===== src/rtl/procyon_lsu_ex_cdbq.sv =====
// LSU execute stage: load extraction, CDB result queue and LQ/SQ updates.
// Also forwards dirty fill victims toward the writeback path.
package procyon_lsu_pkg;
    localparam int PCYN_OP_WIDTH      = 5;
    localparam int PCYN_OP_IS_WIDTH   = 4;
    localparam int PCYN_OP_IS_ST_IDX  = 2;
    localparam logic [PCYN_OP_WIDTH-1:0] PCYN_OP_LB   = 5'd0;
    localparam logic [PCYN_OP_WIDTH-1:0] PCYN_OP_LH   = 5'd1;
    localparam logic [PCYN_OP_WIDTH-1:0] PCYN_OP_LW   = 5'd2;
    localparam logic [PCYN_OP_WIDTH-1:0] PCYN_OP_LBU  = 5'd3;
    localparam logic [PCYN_OP_WIDTH-1:0] PCYN_OP_LHU  = 5'd4;
    localparam logic [PCYN_OP_WIDTH-1:0] PCYN_OP_SB   = 5'd5;
    localparam logic [PCYN_OP_WIDTH-1:0] PCYN_OP_SH   = 5'd6;
    localparam logic [PCYN_OP_WIDTH-1:0] PCYN_OP_SW   = 5'd7;
    localparam logic [PCYN_OP_WIDTH-1:0] PCYN_OP_FILL = 5'd8;
endpackage

module procyon_lsu_ex_cdbq
    import procyon_lsu_pkg::*;
#(
    parameter int OPTN_DATA_WIDTH    = 32,
    parameter int OPTN_ADDR_WIDTH    = 32,
    parameter int OPTN_LQ_DEPTH      = 8,
    parameter int OPTN_SQ_DEPTH      = 8,
    parameter int OPTN_DC_LINE_SIZE  = 32,
    parameter int OPTN_ROB_IDX_WIDTH = 5,
    parameter int OPTN_CDBQ_DEPTH    = 4
) (
    input  logic                               clk,
    input  logic                               rst,
    input  logic                               i_flush,
    input  logic                               i_valid,
    input  logic                               i_fill_replay,
    input  logic                               i_retire,
    input  logic [PCYN_OP_WIDTH-1:0]           i_op,
    input  logic [PCYN_OP_IS_WIDTH-1:0]        i_op_is,
    input  logic [$clog2(OPTN_DATA_WIDTH/8)-1:0] i_byte_offset,
    input  logic [OPTN_LQ_DEPTH-1:0]           i_lq_select,
    input  logic [OPTN_SQ_DEPTH-1:0]           i_sq_select,
    input  logic [OPTN_ROB_IDX_WIDTH-1:0]      i_tag,
    input  logic                               i_dc_hit,
    input  logic [OPTN_DATA_WIDTH-1:0]         i_dc_data,
    input  logic                               i_dc_victim_valid,
    input  logic                               i_dc_victim_dirty,
    input  logic [OPTN_ADDR_WIDTH-1:0]         i_dc_victim_addr,
    input  logic [8*OPTN_DC_LINE_SIZE-1:0]     i_dc_victim_data,
    input  logic                               i_cdb_grant,
    output logic                               o_cdb_valid,
    output logic [OPTN_DATA_WIDTH-1:0]         o_cdb_data,
    output logic [OPTN_ROB_IDX_WIDTH-1:0]      o_cdb_tag,
    output logic                               o_stall,
    output logic                               o_update_lq_en,
    output logic [OPTN_LQ_DEPTH-1:0]           o_update_lq_select,
    output logic                               o_update_sq_en,
    output logic [OPTN_SQ_DEPTH-1:0]           o_update_sq_select,
    output logic                               o_update_retry,
    output logic                               o_update_replay,
    output logic                               o_victim_en,
    output logic [OPTN_ADDR_WIDTH-1:0]         o_victim_addr,
    output logic [8*OPTN_DC_LINE_SIZE-1:0]     o_victim_data
);
    localparam int DW    = OPTN_DATA_WIDTH;
    localparam int PTR_W = $clog2(OPTN_CDBQ_DEPTH);
    localparam int CNT_W = PTR_W + 1;

    logic [DW-1:0]                 cdbq_data_q [OPTN_CDBQ_DEPTH];
    logic [OPTN_ROB_IDX_WIDTH-1:0] cdbq_tag_q  [OPTN_CDBQ_DEPTH];
    logic [CNT_W-1:0]              count_q, count_d;
    logic [PTR_W-1:0]              head_q, head_d;
    logic [PTR_W-1:0]              tail_q, tail_d;

    logic lq_en_q, lq_en_d;
    logic sq_en_q, sq_en_d;
    logic retry_q, retry_d;
    logic replay_q, replay_d;
    logic victim_en_q, victim_en_d;
    logic [OPTN_LQ_DEPTH-1:0]          lq_select_q;
    logic [OPTN_SQ_DEPTH-1:0]          sq_select_q;
    logic [OPTN_ADDR_WIDTH-1:0]        victim_addr_q;
    logic [8*OPTN_DC_LINE_SIZE-1:0]    victim_data_q;

    logic          fill, store, result;
    logic          full, empty, push, pop, overflow, sq_take;
    logic [DW-1:0] shifted, ld_data, push_data;

    assign fill     = (i_op == PCYN_OP_FILL);
    assign store    = i_op_is[PCYN_OP_IS_ST_IDX];
    assign result   = ~i_flush & i_valid & ~fill & ~i_retire
                    & (i_dc_hit | store);
    assign full     = (count_q == CNT_W'(OPTN_CDBQ_DEPTH));
    assign empty    = (count_q == '0);
    assign pop      = i_cdb_grant & ~empty;
    assign push     = result & (~full | pop);
    assign overflow = result & full & ~pop;
    assign sq_take  = ~i_flush & i_valid
                    & (i_retire | (store & overflow));

    always_comb begin
        shifted = i_dc_data >> {i_byte_offset, 3'b000};
        ld_data = shifted;
        case (i_op)
            PCYN_OP_LB:  ld_data = {{(DW-8){shifted[7]}}, shifted[7:0]};
            PCYN_OP_LH:  ld_data = {{(DW-16){shifted[15]}}, shifted[15:0]};
            PCYN_OP_LBU: ld_data = {{(DW-8){1'b0}}, shifted[7:0]};
            PCYN_OP_LHU: ld_data = {{(DW-16){1'b0}}, shifted[15:0]};
            default:     ld_data = shifted;
        endcase
        // Stores forward the raw word; alignment is handled downstream
        push_data = store ? i_dc_data : ld_data;
    end

    always_comb begin
        head_d  = head_q + PTR_W'(pop);
        tail_d  = tail_q + PTR_W'(push);
        count_d = count_q + CNT_W'(push) - CNT_W'(pop);
        if (i_flush) begin
            head_d  = '0;
            tail_d  = '0;
            count_d = '0;
        end
        lq_en_d     = ~i_flush & i_valid & ~fill & ~store;
        sq_en_d     = sq_take;
        retry_d     = (sq_take & ~overflow) ? 1'b0
                    : (~i_dc_hit | overflow);
        replay_d    = i_fill_replay;
        victim_en_d = i_valid & fill & i_dc_victim_valid
                    & i_dc_victim_dirty;
    end

    always_ff @(posedge clk) begin
        if (rst) begin
            count_q     <= '0;
            head_q      <= '0;
            tail_q      <= '0;
            lq_en_q     <= 1'b0;
            sq_en_q     <= 1'b0;
            retry_q     <= 1'b0;
            replay_q    <= 1'b0;
            victim_en_q <= 1'b0;
        end else begin
            count_q     <= count_d;
            head_q      <= head_d;
            tail_q      <= tail_d;
            lq_en_q     <= lq_en_d;
            sq_en_q     <= sq_en_d;
            retry_q     <= retry_d;
            replay_q    <= replay_d;
            victim_en_q <= victim_en_d;
        end
    end

    always_ff @(posedge clk) begin
        if (push) begin
            cdbq_data_q[tail_q] <= push_data;
            cdbq_tag_q[tail_q]  <= i_tag;
        end
        lq_select_q   <= i_lq_select;
        sq_select_q   <= i_sq_select;
        victim_addr_q <= i_dc_victim_addr;
        victim_data_q <= i_dc_victim_data;
    end

    assign o_cdb_valid        = ~empty;
    assign o_cdb_data         = cdbq_data_q[head_q];
    assign o_cdb_tag          = cdbq_tag_q[head_q];
    assign o_stall            = (count_q >= CNT_W'(OPTN_CDBQ_DEPTH - 1));
    assign o_update_lq_en     = lq_en_q;
    assign o_update_lq_select = lq_select_q;
    assign o_update_sq_en     = sq_en_q;
    assign o_update_sq_select = sq_select_q;
    assign o_update_retry     = retry_q;
    assign o_update_replay    = replay_q;
    assign o_victim_en        = victim_en_q;
    assign o_victim_addr      = victim_addr_q;
    assign o_victim_data      = victim_data_q;

endmodule

===== config.mk =====
export PLATFORM = sky130hd
export DESIGN_NAME = procyon_lsu_ex_cdbq
export DESIGN_NICKNAME = d
export VERILOG_FILES = /design/src/rtl/procyon_lsu_ex_cdbq.sv
export SDC_FILE = /design/constraint.sdc
export NUM_CORES = 1
export LEC_CHECK = 0
export ABC_AREA = 0
export BUFFER_PORTS_ARGS = -buffer_cell sky130_fd_sc_hd__buf_4
export CELL_PAD_IN_SITES_DETAIL_PLACEMENT = 1
export CELL_PAD_IN_SITES_GLOBAL_PLACEMENT = 1
export CORE_AREA = 2 2 275 277
export CTS_BUF_LIST = sky130_fd_sc_hd__clkbuf_8
export DETAILED_ROUTE_END_ITERATION = 6
export DIE_AREA = 0 0 277 279
export GPL_ROUTABILITY_DRIVEN = 1
export PLACE_DENSITY = 0.49
export SETUP_SLACK_MARGIN = 0.1
export SYNTH_ARGS = -nofsm -noshare
export SYNTH_HDL_FRONTEND = slang
export SYNTH_SLANG_ARGS = --single-unit

===== constraint.sdc =====
create_clock -name clk -period 10.8 [get_ports clk]
set_clock_uncertainty 0.15 [all_clocks]
set_input_delay 2.16 -clock clk [delete_from_list [all_inputs] [get_ports clk]]
set_output_delay 2.16 -clock clk [all_outputs]
set_load 0.1 [all_outputs]

==> impl_metrics.py <==
metrics = {
    "run_status": {
        "status": "complete, no violations",
    },
    "setup_path": {
        "crit_family": "flip-flops",
        "reg2reg_slack_ns": 8.09,
        "critPathLaunchType": "flip-flop",
        "timing_worst_setup_path_type": "reg2out",
        "crit_fanout": 20,
        "cp_num_cells": 3,
        "reg2reg_depth": 10,
        "critPathRequiredTime_ns": 8.49,
        "critPathArrivalTime_ns": 2.94,
        "worstSetupEndpoint": "o_cdb_data[24]",
        "path_cells": "buf_4, mux4_2, buf_4",
        "cp_slowest_cell": "dfxtp_2",
        "worst_path_most_repeated_cell": "buf_4",
        "cp-startpoint": "head_q[0]$_SDFF_PP0_",
        "r2r_start": "count_q[2]$_SDFF_PP0_",
        "cp-end-kind": "output port",
        "rr_endpoint": "count_q[2]$_SDFF_PP0_",
        "cpPeakStageDelay_ns": 0.82,
        "crit_buf_inv": 2,
    },
    "power_and_ir_drop": {
        "p_leak_nw": 9.22,
        "ir_worst_vdd_mv": 0.106,
        "totalPowerFinal_mw": 4.55,
        "p_per_area_nw_per_um2": 214,
    },
    "finish": {
        "multi_input_area_um2": 2030,
        "register_area_um2": 10800,
        "final_cells": 2534,
        "nFillCells": 8051,
        "finalInstanceArea_um2": 21300,
        "area.growth.synth_to_final_pct": 64.4,
        "nNetsFinal": 1852,
        "drive_above_1_share": 0.576,
    },
    "grt": {
        "antenna_found_initial": 49,
        "grt_pass1_wl_um": 97500,
        "first_global_vias": 10300,
        "grt_use_total": 0.192,
        "grt_remaining_overflow": 0,
        "grt_max_degree": 40,
    },
    "sta": {
        "fin_tns_setup_ns": 0,
        "finalCritPeriodShare": 0.486,
        "hold_viol": 0,
        "holdWs_ns": 0.373,
        "fmax_mhz": 190,
        "rsz0062_at_grt": "false",
        "relSlewSlack": 0.251,
        "slew_viol_final": 0,
        "tightestPinTransition_ns": 1.11,
        "finalCriticalPeriod_ns": 5.25,
        "setup_viol": 0,
    },
    "clock_tree": {
        "post_cts_resize_count": 0,
        "path_clk_slew_ns": 0.06,
        "root_buffer": "clkbuf_8",
        "post_cts_buffers": 0,
        "htree_levels": 3,
        "cts_tree": "built",
        "ctsLongestPathBuffers": 3,
        "cts_made_buffers": 88,
        "clk_latency_ns": 0.66,
        "cts.sinks": 464,
        "cts_hold_buf": 0,
    },
    "yosys": {
        "ys_ff_latch": 464,
        "synthCells": 703,
        "synth_top_area_cell": "dfxtp_1",
        "synth_top_cells_by_count": "dfxtp_1 (316), edfxtp_1 (148), mux4_2 (37)",
        "async_reset_ff_frac": 0,
        "yosysUniqueCellTypes": 47,
        "yosysMostFrequentCell": "dfxtp_1",
        "yosysWarnings": 0,
        "synth_area_leaders": "dfxtp_1 (49%), edfxtp_1 (34%), mux4_2 (6.4%)",
        "syn_nets": 1071,
        "seq_area_frac_synth": 0.832,
        "synth_top_area_frac": 0.489,
        "synthesis.area_um2": 12900,
        "synth-edff-count": 148,
        "synthFlopType": "dfxtp_1",
        "avgSynthCellArea_um2": 18.4,
    },
    "placed_design": {
        "io_buffer_count": 706,
        "hpwl_um": 63900,
        "routabilityCongestion": 0.871,
        "dpl_cell_area_um2": 19400,
        "placed_cells": 2363,
    },
    "routing": {
        "antenna_left": 0,
        "wl_met3_um": 10700,
        "drt-met1-wl_um": 28200,
        "drc": 0,
        "wl_met2_um": 33900,
        "post_drt_wl_per_cell_um": 30.1,
        "drt-pass1-iter-count": 4,
        "first_iter_violations": 510,
        "viasPerCell": 3.80,
        "routed_wl_um": 76200,
        "top_layer": "met5",
        "num_vias": 9631,
    },
    "die": {
        "core_area_um2": 74100,
        "die_h_um": 279,
        "die-area_um2": 77300,
        "fp.dieW_um": 277,
        "initial_utilization": 0.175,
        "row_count": 100,
        "io-pin-count": 710,
    },
    "flow_run": {
        "cap_viol_max_count": 0,
    },
    "worst_hold_path": {
        "hold_class": "reg2reg",
    },
}
## logic make-up after synthesis
| logic type | count (synthesis) | share of synthesized area |
|---|---|---|
| xor gates and xnor gates | 3 | 0.00203 |
| buffers and inverters | 35 | 0.0127 |
| and+or+nand+nor | 81 | 0.0352 |
| DFF | 464 | 0.832 |
| AOI/OAI and AO/OA | 60 | 0.0345 |
| adders and majority gates | 6 | 0.00638 |
| muxes | 54 | 0.0775 |
## placed cells by master, fill, tap and decap left out, drive strengths merged, types with 2 or more instances in the layout
master	Yosys	routed
nand3	2	2
nor2	15	15
o2bb2ai	7	7
clkinv	1	21
a211oi	2	2
a22oi	2	2
buf	12	712
o22ai	9	9
a221oi	4	4
dfxtp	316	316
ha	5	5
clkbuf	9	101
mux2i	17	17
inv	13	47
a21o	3	3
bufinv	0	6
nor2b	19	19
edfxtp	148	148
nor3	8	8
nand2	11	11
nand2b	4	4
o22a	7	7
nor3b	3	3
mux4	37	37
and2	4	4
or2	8	8
and3	2	2
a21oi	22	22
xnor2	2	2
diode	0	9
## state kept, by name, summed over array words and instances, names as in the netlist, 2 cells and up
| name | count |
|---|---|
| o_update_sq_select | 8 |
| head_q | 2 |
| cdbq_tag_q | 20 |
| o_victim_data | 256 |
| tail_q | 2 |
| cdbq_data_q | 128 |
| o_update_lq_select | 8 |
| count_q | 3 |
| o_victim_addr | 32 |
## routing by layer
metal  global-route usage  vias up
met3                0.126      164
li1                     -     4145
met1                0.209     4737
met4               0.0773       58
met5                    0        -
met2                0.296      527
## final cells by class
cell class / count / area share
Clock buffer: 101 / 0.0653
Antenna cell: 9 / 0.00106
Tap cell: 969 / 0.0569
Sequential cell: 464 / 0.506
Timing Repair Buffer: 712 / 0.251
Inverter: 14 / 0.00253
Multi-Input combinational cell: 204 / 0.0955
Clock inverter: 61 / 0.0216
## worst reg2reg max path: stages (launching register included)
cell and delay, ns:
dfxtp_1 0.32, inv_1 0.07, nor4_1 0.51, or4_1 0.41, ha_1 0.30, inv_1 0.06
ha_1 0.13, inv_1 0.05, fa_1 0.37, xor2_1 0.16, nor3_1 0.11
## worst min-delay path by stage
stage,startpoint,endpoint,slack [ns],depth (start not counted)
2_1_floorplan,head_q[0]$_SDFF_PP0_,head_q[0]$_SDFF_PP0_,0.40,2
3_3_place_gp,head_q[1]$_SDFF_PP0_,head_q[1]$_SDFF_PP0_,0.35,2
3_5_place_dp,head_q[1]$_SDFF_PP0_,head_q[1]$_SDFF_PP0_,0.36,2
4_1_cts,head_q[1]$_SDFF_PP0_,head_q[1]$_SDFF_PP0_,0.38,2
5_1_grt,head_q[1]$_SDFF_PP0_,head_q[1]$_SDFF_PP0_,0.40,2
6_report,head_q[1]$_SDFF_PP0_,head_q[1]$_SDFF_PP0_,0.37,2
## power by group
part           internal, mW  total (mW)  leakage, nW  switching [mW]
clock network          1.01        1.81         1.06           0.799
registers              1.88        1.90         4.00          0.0235
logic                 0.191       0.845         4.16           0.654
## through the flow
step | utilization | setup slack [ns]
after global routing | 0.287 | 5.32
after global placement | 0.262 | 5.50
after CTS | 0.287 | 5.34
after floorplan | - | 4.59
after detailed placement | 0.262 | 5.52
final | 0.287 | 5.55
No activity file was read; power rests on OpenSTA's default activity.
